## src/rtl/cnn_pkg.sv

```systemverilog
// Shared CNN pipeline constants, pooling-step decode type and a signed max helper.
package cnn_pkg;

    localparam int unsigned DATA_W_DEF = 24;
    localparam int unsigned IMG_W_C1   = 26;
    localparam int unsigned IMG_H_C1   = 26;

    // Widest pixel the max helper handles; narrower operands are sign-extended into it.
    localparam int unsigned MAX_W = 64;

    typedef enum logic [2:0] {
        ACT_IDLE,
        ACT_LATCH,
        ACT_STORE,
        ACT_EMIT,
        ACT_SKIP
    } pix_act_e;

    function automatic logic signed [MAX_W-1:0] signed_max(
        input logic signed [MAX_W-1:0] a,
        input logic signed [MAX_W-1:0] b
    );
        return (a > b) ? a : b;
    endfunction

endpackage

```

## src/rtl/maxpool2x2_stream_if.sv

```systemverilog
// Valid-only pixel stream into the pooler and pooled stream out of it.
interface maxpool2x2_stream_if import cnn_pkg::*; #(
    parameter int unsigned DATA_W = DATA_W_DEF
);

    logic                     valid_in;
    logic signed [DATA_W-1:0] in;
    logic                     valid_out;
    logic signed [DATA_W-1:0] out;
    logic                     frame_done;

    modport master (
        output valid_in,
        output in,
        input  valid_out,
        input  out,
        input  frame_done
    );

    modport slave (
        input  valid_in,
        input  in,
        output valid_out,
        output out,
        output frame_done
    );

endinterface

```

## src/rtl/pool_line_buf.sv

```systemverilog
// Simple dual-port line buffer: one synchronous write port, one combinational read port.
module pool_line_buf #(
    parameter int unsigned DATA_W = 24,
    parameter int unsigned DEPTH  = 13,
    parameter int unsigned ADDR_W = (DEPTH > 1) ? $clog2(DEPTH) : 1
) (
    input  logic              clk,
    input  logic              we_i,
    input  logic [ADDR_W-1:0] waddr_i,
    input  logic [DATA_W-1:0] wdata_i,
    input  logic [ADDR_W-1:0] raddr_i,
    output logic [DATA_W-1:0] rdata_o
);

    logic [DATA_W-1:0] mem_q [DEPTH];

    always_ff @(posedge clk) begin
        if (we_i) begin
            mem_q[waddr_i] <= wdata_i;
        end
    end

    assign rdata_o = mem_q[raddr_i];

endmodule

```

## src/rtl/maxpool2x2_stream.sv

```systemverilog
// Streaming 2x2 stride-2 signed max-pool over a raster-order valid-qualified pixel stream.
module maxpool2x2_stream import cnn_pkg::*; #(
    parameter int unsigned DATA_W = DATA_W_DEF,
    parameter int unsigned IMG_W  = IMG_W_C1,
    parameter int unsigned IMG_H  = IMG_H_C1
) (
    input logic                clk,
    input logic                rst,
    maxpool2x2_stream_if.slave strm
);

    localparam int unsigned OUT_W  = IMG_W / 2;
    localparam int unsigned OUT_H  = IMG_H / 2;
    localparam int unsigned COL_W  = $clog2(IMG_W);
    localparam int unsigned ROW_W  = $clog2(IMG_H);
    localparam int unsigned ADDR_W = (OUT_W > 1) ? $clog2(OUT_W) : 1;
    localparam bit          ODD_H  = (IMG_H % 2) != 0;

    logic [COL_W-1:0]         col_q, col_d;
    logic [ROW_W-1:0]         row_q, row_d;
    logic signed [DATA_W-1:0] pair_q, pair_d;
    logic signed [DATA_W-1:0] out_q, out_d;
    logic                     valid_q, valid_d;
    logic                     done_q, done_d;

    pix_act_e                 act;
    logic                     col_last;
    logic                     row_last;
    logic [ADDR_W-1:0]        lb_addr;
    logic [DATA_W-1:0]        lb_rdata;
    logic signed [DATA_W-1:0] hmax;
    logic signed [DATA_W-1:0] vmax;

    assign col_last = (col_q == COL_W'(IMG_W - 1));
    assign row_last = (row_q == ROW_W'(IMG_H - 1));
    assign lb_addr  = ADDR_W'(col_q >> 1);

    assign hmax = DATA_W'(signed_max(MAX_W'(pair_q), MAX_W'(strm.in)));
    assign vmax = DATA_W'(signed_max(MAX_W'(hmax), MAX_W'($signed(lb_rdata))));

    // Odd-width trailing column lands on an even index and only latches pair_q,
    // which the next row's first pixel overwrites, so it never reaches the buffer.
    always_comb begin
        act = ACT_IDLE;
        if (strm.valid_in) begin
            if (!col_q[0]) begin
                act = ACT_LATCH;
            end else if (ODD_H && row_last) begin
                act = ACT_SKIP;
            end else if (!row_q[0]) begin
                act = ACT_STORE;
            end else begin
                act = ACT_EMIT;
            end
        end
    end

    always_comb begin
        col_d   = col_q;
        row_d   = row_q;
        pair_d  = pair_q;
        out_d   = out_q;
        valid_d = 1'b0;
        done_d  = 1'b0;

        if (strm.valid_in) begin
            col_d = col_last ? '0 : col_q + COL_W'(1);
            if (col_last) begin
                row_d = row_last ? '0 : row_q + ROW_W'(1);
            end
        end

        case (act)
            ACT_LATCH: pair_d = strm.in;
            ACT_EMIT: begin
                out_d   = vmax;
                valid_d = 1'b1;
                done_d  = (row_q == ROW_W'(2 * OUT_H - 1)) &&
                          (col_q == COL_W'(2 * OUT_W - 1));
            end
            default: ;
        endcase
    end

    always_ff @(posedge clk or posedge rst) begin
        if (rst) begin
            col_q   <= '0;
            row_q   <= '0;
            pair_q  <= '0;
            out_q   <= '0;
            valid_q <= 1'b0;
            done_q  <= 1'b0;
        end else begin
            col_q   <= col_d;
            row_q   <= row_d;
            pair_q  <= pair_d;
            out_q   <= out_d;
            valid_q <= valid_d;
            done_q  <= done_d;
        end
    end

    pool_line_buf #(
        .DATA_W (DATA_W),
        .DEPTH  (OUT_W),
        .ADDR_W (ADDR_W)
    ) u_line_buf (
        .clk     (clk),
        .we_i    (act == ACT_STORE),
        .waddr_i (lb_addr),
        .wdata_i (hmax),
        .raddr_i (lb_addr),
        .rdata_o (lb_rdata)
    );

    assign strm.valid_out  = valid_q;
    assign strm.out        = out_q;
    assign strm.frame_done = done_q;

endmodule

```

## src/flat_wrapper.sv

```systemverilog
// flat-port wrapper written by rule: the top's interface ports become plain ports
module maxpool2x2_stream_flat import cnn_pkg::*;
#(
    parameter int unsigned DATA_W = DATA_W_DEF,
    parameter int unsigned IMG_W  = IMG_W_C1,
    parameter int unsigned IMG_H  = IMG_H_C1
)
  (clk, rst, strm_valid_in, strm_in, strm_valid_out, strm_out, strm_frame_done);
  maxpool2x2_stream_if #(.DATA_W(DATA_W)) strm_i ();
  input logic clk;
  input logic rst;
  input wire logic [$bits(strm_i.valid_in)-1:0] strm_valid_in;
  input wire logic [$bits(strm_i.in)-1:0] strm_in;
  output wire logic [$bits(strm_i.valid_out)-1:0] strm_valid_out;
  output wire logic [$bits(strm_i.out)-1:0] strm_out;
  output wire logic [$bits(strm_i.frame_done)-1:0] strm_frame_done;
  assign strm_i.valid_in = strm_valid_in;
  assign strm_i.in = strm_in;
  assign strm_valid_out = strm_i.valid_out;
  assign strm_out = strm_i.out;
  assign strm_frame_done = strm_i.frame_done;
  maxpool2x2_stream #(.DATA_W(DATA_W), .IMG_W(IMG_W), .IMG_H(IMG_H)) u_core (.clk(clk), .rst(rst), .strm(strm_i));
endmodule
```

## config.mk

```make
export PLATFORM = sky130hd
export DESIGN_NAME = maxpool2x2_stream_flat
export DESIGN_NICKNAME = d
export VERILOG_FILES = /design/src/rtl/cnn_pkg.sv /design/src/rtl/maxpool2x2_stream_if.sv /design/src/rtl/pool_line_buf.sv /design/src/rtl/maxpool2x2_stream.sv /design/src/flat_wrapper.sv
export SDC_FILE = /design/constraint.sdc
export NUM_CORES = 1
export LEC_CHECK = 0
export ABC_AREA = 0
export BUFFER_PORTS_ARGS = -buffer_cell sky130_fd_sc_hd__buf_2
export CAP_MARGIN = 20
export CORE_MARGIN = 5
export CORE_UTILIZATION = 40
export DETAILED_ROUTE_END_ITERATION = 8
export PLACE_DENSITY_LB_ADDON = 0.12
export SLEW_MARGIN = 20
export SYNTH_ARGS = -nofsm -noshare
export SYNTH_HDL_FRONTEND = slang
export SYNTH_SLANG_ARGS = --single-unit
```

## constraint.sdc

```tcl
create_clock -name clk -period 5.7 [get_ports clk]
set_input_delay 1.14 -clock clk [delete_from_list [all_inputs] [get_ports clk]]
set_output_delay 1.14 -clock clk [all_outputs]
set_load 0.1 [all_outputs]
```

Yosys cells after proc, flatten, opt, wreduce, memory -nomap -nowiden:

Memory sizes are Yosys's and may differ from the RTL's.
Cells that the tools add are included.

* RAM bits: 312
* input port bits: 27
* memories kept: 1
* output and inout port bits: 26
* register bits after elaboration: 60

* reductions and logical operators: 2
* order comparisons: 2
* eq/ne operators: 5
* multiplexer cells: 11
* add/sub/neg operators: 2

Memories
* u_core.u_line_buf.mem_q: depth 13, width 24, rd ports 1, clocked after Yosys merged registers in 0, write ports 1, line pool_line_buf.sv:15 `logic [DATA_W-1:0] mem_q [DEPTH];`

Operators by type and width (number)
* 24-bit greater-than comparator: 2
* 24-bit 2-to-1 mux: 2
* 5-bit by 1-bit adder with 5-bit output, second input constant: 2
* 5-bit equality test, second input constant: 2
* 5-bit 2-to-1 mux: 2
* 3-bit by 2-bit equality test with 1-bit output, second input constant: 2
* 3-bit 2-to-1 mux: 2
* 1-bit 2-to-1 mux: 5
* 3-bit by 1-bit equality test with 1-bit output, second input constant: 1
* 2-bit AND reduction: 1
* 1-bit logical AND: 1

Longest topological paths before layout:

* word-level depth: 6
* mapped depth: 21
* gate-level depth less buffers: 18

Hierarchy:

Synthesis repeated with hierarchy kept, for this count alone.

* cells, all modules: 980
* area, all modules: 16090.4 um2

By module, submodules not included
* pool_line_buf: area each 11807.6 um2, cells an instance 506, times used 1
* maxpool2x2_stream: area each 4282.9 um2, cells an instance 474, times used 1

Worst setup path after synthesis:

No wires, ideal clock.

* kind: input -> register
* start point: in strm_in[23]
* end point: reg u_core.out_q[0], in the netlist u_core.strm.out[0]
* setup time: 0.078 ns
* stages on the path: 20
* required time: 5.622 ns
* buffers on the path: 4
* setup slack: 0.020 ns
* data arrival time: 5.602 ns
* cells stage by stage: inv_1 ha_1 buf_6 nand4_1 or4_1 or4_4 o21ai_2 mux2i_4 buf_6 mux2_4 ha_1 a21o_1 a21o_1 a2111oi_0 o211ai_1 mux2i_1 clkbuf_1 clkbuf_1 nand2_1 o21bai_1

* longest elaborated chain between the ends: 4

RTL lines
* start, declared: line flat_wrapper.sv:13 `input wire logic [$bits(strm_i.in)-1:0] strm_in;`
* 24-bit greater-than comparator: line cnn_pkg.sv:23 `return (a > b) ? a : b;`
* 24-bit 2-to-1 mux: line cnn_pkg.sv:23
* via u_core.hmax[21]: line maxpool2x2_stream.sv:31 `logic signed [DATA_W-1:0] hmax;`
* 24-bit greater-than comparator: line cnn_pkg.sv:23
* 24-bit 2-to-1 mux: line cnn_pkg.sv:23
* end signal, assigned: line maxpool2x2_stream.sv:97 `out_q <= out_d;`
* end, declared: line maxpool2x2_stream.sv:22 `logic signed [DATA_W-1:0] out_q, out_d;`

The timed path passes the listed nets, and every way through them passes these cells.
A chain may end at the register's enable or synchronous reset.

Worst setup path in the final report:

* start point: in strm_in[15]
* end point: reg u_core.out_q[5], in the netlist u_core.strm.out[5]

The elaborated chain is that of the path after synthesis.

==> metrics.txt <==
# TYPE chip_impl_metric gauge
chip_impl_metric{name="avgRoutedWirePerCell",unit="microns"} 24.2
chip_impl_metric{name="placementRows",unit=""} 73
chip_impl_metric{name="seq_power_share",unit="%"} 36.7
chip_impl_metric{name="numCtsBuffers",unit=""} 40
chip_impl_metric{name="insertion_delay",unit="ps"} 540
chip_impl_metric{name="clock_power_share",unit="%"} 24.3
chip_impl_metric{name="ys_seq_elements",unit=""} 372
chip_impl_metric{name="initial_utilization",unit="%"} 40.3
chip_impl_metric{name="num_antenna_cells",unit=""} 0
chip_impl_metric{name="ctsHoldBuffers",unit=""} 0
chip_impl_metric{name="critPathRequiredTime",unit="ps"} 6120
chip_impl_info{name="endpoint_kind",value="flip-flop"} 1
chip_impl_metric{name="post_synth.cell_area_avg",unit="sq um"} 17.6
chip_impl_info{name="timing_startpoint_of_the_critical_path",value="strm_in[15]"} 1
chip_impl_metric{name="multiInputGateArea",unit="sq um"} 4820
chip_impl_info{name="mostFrequentLayoutCells",value="sky130_fd_sc_hd__edfxtp_1, sky130_fd_sc_hd__mux4_2, sky130_fd_sc_hd__buf_4"} 1
chip_impl_metric{name="share_of_synthesized_area_occupied_by_flip_flops_and_latches",unit="%"} 68.0
chip_impl_metric{name="total_via_count_after_detailed_routing",unit=""} 8634
chip_impl_metric{name="finalMaxSlewViolations",unit=""} 0
chip_impl_metric{name="max_cap_violations",unit=""} 0
chip_impl_metric{name="peak_per_stage_delay_on_the_critical_path",unit="ps"} 600
chip_impl_metric{name="grt_pass1_wl",unit="mm"} 58.3
chip_impl_metric{name="ys_types",unit=""} 50
chip_impl_metric{name="pre_cts_slack",unit="ps"} -216
chip_impl_metric{name="core_region_area",unit="sq um"} 39600
chip_impl_metric{name="routabilityCongestion",unit=""} 0.775
chip_impl_metric{name="layout_min_cycle_time",unit="ps"} 5350
chip_impl_metric{name="worst_slew_pin_slew",unit="ps"} 1110
chip_impl_metric{name="hpwl",unit="mm"} 23.6
chip_impl_metric{name="rr_worst_depth",unit=""} 17
chip_impl_info{name="cp-endpoint",value="u_core.strm.out[5]$_DFFE_PP0P_"} 1
chip_impl_info{name="mostFrequentLayoutCell",value="sky130_fd_sc_hd__edfxtp_1"} 1
chip_impl_metric{name="grt_pass1_vias",unit=""} 8998
chip_impl_metric{name="remaining_overflow_grt",unit=""} 0
chip_impl_metric{name="detail-route-antenna-nets",unit=""} 0
chip_impl_metric{name="power_switching_share",unit="%"} 35.6
chip_impl_metric{name="groute.usage.overall",unit="%"} 17.7
chip_impl_info{name="worst_r2r_endpoint",value="u_core.strm.out[5]$_DFFE_PP0P_"} 1
chip_impl_metric{name="worstPathArrival",unit="ps"} 5770
chip_impl_info{name="crit_slowest_cell",value="sky130_fd_sc_hd__or4_1"} 1
chip_impl_metric{name="power_density",unit="nW/um^2"} 556
chip_impl_metric{name="drive_above_1_share",unit="%"} 32.3
chip_impl_metric{name="boundaryPins",unit=""} 53
chip_impl_info{name="crit_chain",value="buf_2, inv_1, ha_1, nand2_1, or4_1, or4_4, o21ai_2, mux2i_4, buf_12, mux2_4, ha_1, nand4_1, a2111oi_0, a2111oi_0, o211ai_1, mux2i_4, buf_12, o31ai_1, a31o_1"} 1
chip_impl_metric{name="floorplan.die_area",unit="sq um"} 44100
chip_impl_metric{name="maxClockFrequency",unit="MHz"} 187
chip_impl_metric{name="skew",unit="ps"} 13.4
chip_impl_metric{name="finalPower",unit="uW"} 10500
chip_impl_metric{name="pwr-share-comb",unit="%"} 39.0
chip_impl_metric{name="yosys_warnings",unit=""} 0
chip_impl_metric{name="number_of_drc_violations_after_detailed_routing",unit=""} 0
chip_impl_metric{name="worst_setup_hold_path_clk_slew",unit="ps"} 60
chip_impl_metric{name="place.port_buffers",unit=""} 52
chip_impl_metric{name="grt_antenna_before_repair",unit=""} 0
chip_impl_metric{name="minimum_setup_slack_in_the_final_design",unit="ps"} 346
chip_impl_metric{name="die_h",unit="microns"} 210
chip_impl_metric{name="synth_edf_count",unit=""} 312
chip_impl_info{name="clockRootBuffer",value="sky130_fd_sc_hd__clkbuf_16"} 1
chip_impl_metric{name="wirelength",unit="mm"} 38.6
chip_impl_metric{name="layout-area-overhead-vs-synth",unit="%"} 17.9
chip_impl_info{name="rsz0062_at_grt",value="false"} 1
chip_impl_metric{name="drtPass1Iterations",unit=""} 5
chip_impl_metric{name="timing.critical_path.fanout_max",unit=""} 23
chip_impl_metric{name="post_cts.repair.setup_buffers",unit=""} 0
chip_impl_metric{name="synth_async_sr_flop_share",unit="%"} 16.1
chip_impl_metric{name="cts_buffer_depth",unit=""} 3
chip_impl_metric{name="synth.cell_area",unit="sq um"} 16000
chip_impl_metric{name="tcrit_tclk_final",unit="%"} 93.9
chip_impl_metric{name="fp.dieW",unit="microns"} 210
chip_impl_metric{name="detail_route.vias_per_cell",unit=""} 5.40
chip_impl_metric{name="ir_worst_vdd",unit="mV"} 0.321
chip_impl_metric{name="setup_violations",unit=""} 0
chip_impl_metric{name="sequential_cell_area",unit="sq um"} 10900
chip_impl_metric{name="drt_iter0_markers",unit=""} 549
chip_impl_metric{name="filler_cell_count",unit=""} 3436
chip_impl_metric{name="htree_levels",unit=""} 2
chip_impl_metric{name="mappedNetlistNets",unit=""} 986
chip_impl_metric{name="clkSinkCount",unit=""} 372
chip_impl_metric{name="static-leakage-power",unit="uW"} 0.00695
chip_impl_metric{name="regToRegSetupSlack",unit="ps"} 670
chip_impl_metric{name="nets",unit=""} 1122
chip_impl_info{name="postSynth.topFlopCell",value="sky130_fd_sc_hd__edfxtp_1"} 1
chip_impl_info{name="rr_startpoint",value="u_core.pair_q[15]$_DFFE_PP0N_"} 1
chip_impl_metric{name="maxSlewHeadroom",unit="%"} 25.9
chip_impl_metric{name="post_synthesis_instance_total",unit=""} 907
chip_impl_info{name="min_path_type",value="reg -> reg"} 1
chip_impl_metric{name="postcts_resize_cnt",unit=""} 0
chip_impl_info{name="critical_path.startpoint_type",value="primary input"} 1
chip_impl_metric{name="grt_start_max_net_pins",unit=""} 54
chip_impl_info{name="cts_tree",value="done"} 1
chip_impl_info{name="status",value="complete, no violations"} 1
chip_impl_metric{name="netSwitchingPower",unit="uW"} 3740
chip_impl_metric{name="intPower",unit="uW"} 6750
chip_impl_metric{name="hold_viol_final",unit=""} 0
chip_impl_info{name="crit_type",value="in -> reg"} 1
-- cells in the mapped netlist (all sizes together), types with 13 or more instances --
cell type / n / area [sq um]
a31o: 23 / 201
a21o: 13 / 97.6
edfxtp: 312 / 9370
nor2: 15 / 56.3
ha: 52 / 651
clkbuf: 34 / 128
mux2: 24 / 342
mux4: 96 / 2160
dfrtp: 60 / 1500
a21oi: 15 / 75.1
nand2: 65 / 244
inv: 52 / 195
buf: 13 / 81.3
o21ai: 35 / 179
o31ai: 25 / 188
-- state kept, by name, indices dropped and copies added, names as in the netlist --
signal	count
u_core.strm.frame_done	1
u_core.pair_q	24
u_core.u_line_buf.mem_q	312
u_core.strm.valid_out	1
u_core.row_q	5
u_core.strm.out	24
u_core.col_q	5
-- power by group through the flow --
stage	sequential (uW)	combinational, uW	clock, uW
5_1_grt	3900	4430	2750
2_1_floorplan	4120	2400	0
4_1_cts	3860	4130	2610
6_report	3850	4090	2550
3_5_place_dp	3920	4120	0
3_3_place_gp	3910	4080	0
-- final cells by class --
type,count,area share [%]
Multi-Input combinational cell,435,25.5
Clock buffer,59,6.01
Sequential cell,372,57.7
Timing Repair Buffer,141,5.39
Clock inverter,13,0.796
Inverter,53,1.06
Tap cell,525,3.48
-- how the worst min path moves through the flow --
stage | startpoint | slack, ps | end | cells past startpoint
6_report | u_core.pair_q[2]$_DFFE_PP0N_ | 510 | u_core.pair_q[2]$_DFFE_PP0N_ | 2
2_1_floorplan | u_core.pair_q[10]$_DFFE_PP0N_ | 470 | u_core.pair_q[10]$_DFFE_PP0N_ | 2
4_1_cts | u_core.pair_q[2]$_DFFE_PP0N_ | 520 | u_core.pair_q[2]$_DFFE_PP0N_ | 2
5_1_grt | u_core.pair_q[22]$_DFFE_PP0N_ | 540 | u_core.pair_q[22]$_DFFE_PP0N_ | 2
3_3_place_gp | u_core.pair_q[6]$_DFFE_PP0N_ | 490 | u_core.pair_q[6]$_DFFE_PP0N_ | 2
3_5_place_dp | u_core.pair_q[22]$_DFFE_PP0N_ | 510 | u_core.pair_q[22]$_DFFE_PP0N_ | 2
-- cells by family after synthesis --
group | Yosys count | synth area share (%)
flops | 372 | 68.0
fa+ha+maj | 52 | 4.07
buf+inv | 100 | 2.55
simple gates | 124 | 3.58
mux | 126 | 16.1
compound gates | 133 | 5.70
-- worst max-delay path: cells and delay by family --
| kind | cells | cell delay [ps] |
|---|---|---|
| and+or+nand+nor | 4 | 1450 |
| AOI/OAI and AO/OA | 6 | 1220 |
| adders and majority gates | 2 | 610 |
| muxes | 3 | 820 |
| buffers and inverters | 4 | 530 |
-- per-stage QoR --
step / std cells / area, sq um / hold WS (ps) / TNS [ps] / utilization, %
after CTS: 1598 / 18900 / 519 / 0 / 47.6
after detailed placement: 1526 / 17600 / 506 / -4360 / 44.3
final: 1598 / 18900 / 514 / 0 / 47.6
after floorplan: 907 / 16000 / 470 / 0 / -
after global placement: 1526 / 17600 / 492 / -3280 / 44.3
after global routing: 1598 / 18900 / 545 / 0 / 47.6
-- routing by layer --
layer / vias to the layer above / routed length [microns] / global-route usage (%)
met5: - / 0 / 0
met4: 0 / 679 / 4.12
met3: 54 / 1960 / 3.30
met2: 184 / 18800 / 28.6
met1: 4505 / 17200 / 25.4
li1: 3891 / - / -
Note: power is estimated with default switching activity, not from simulation.
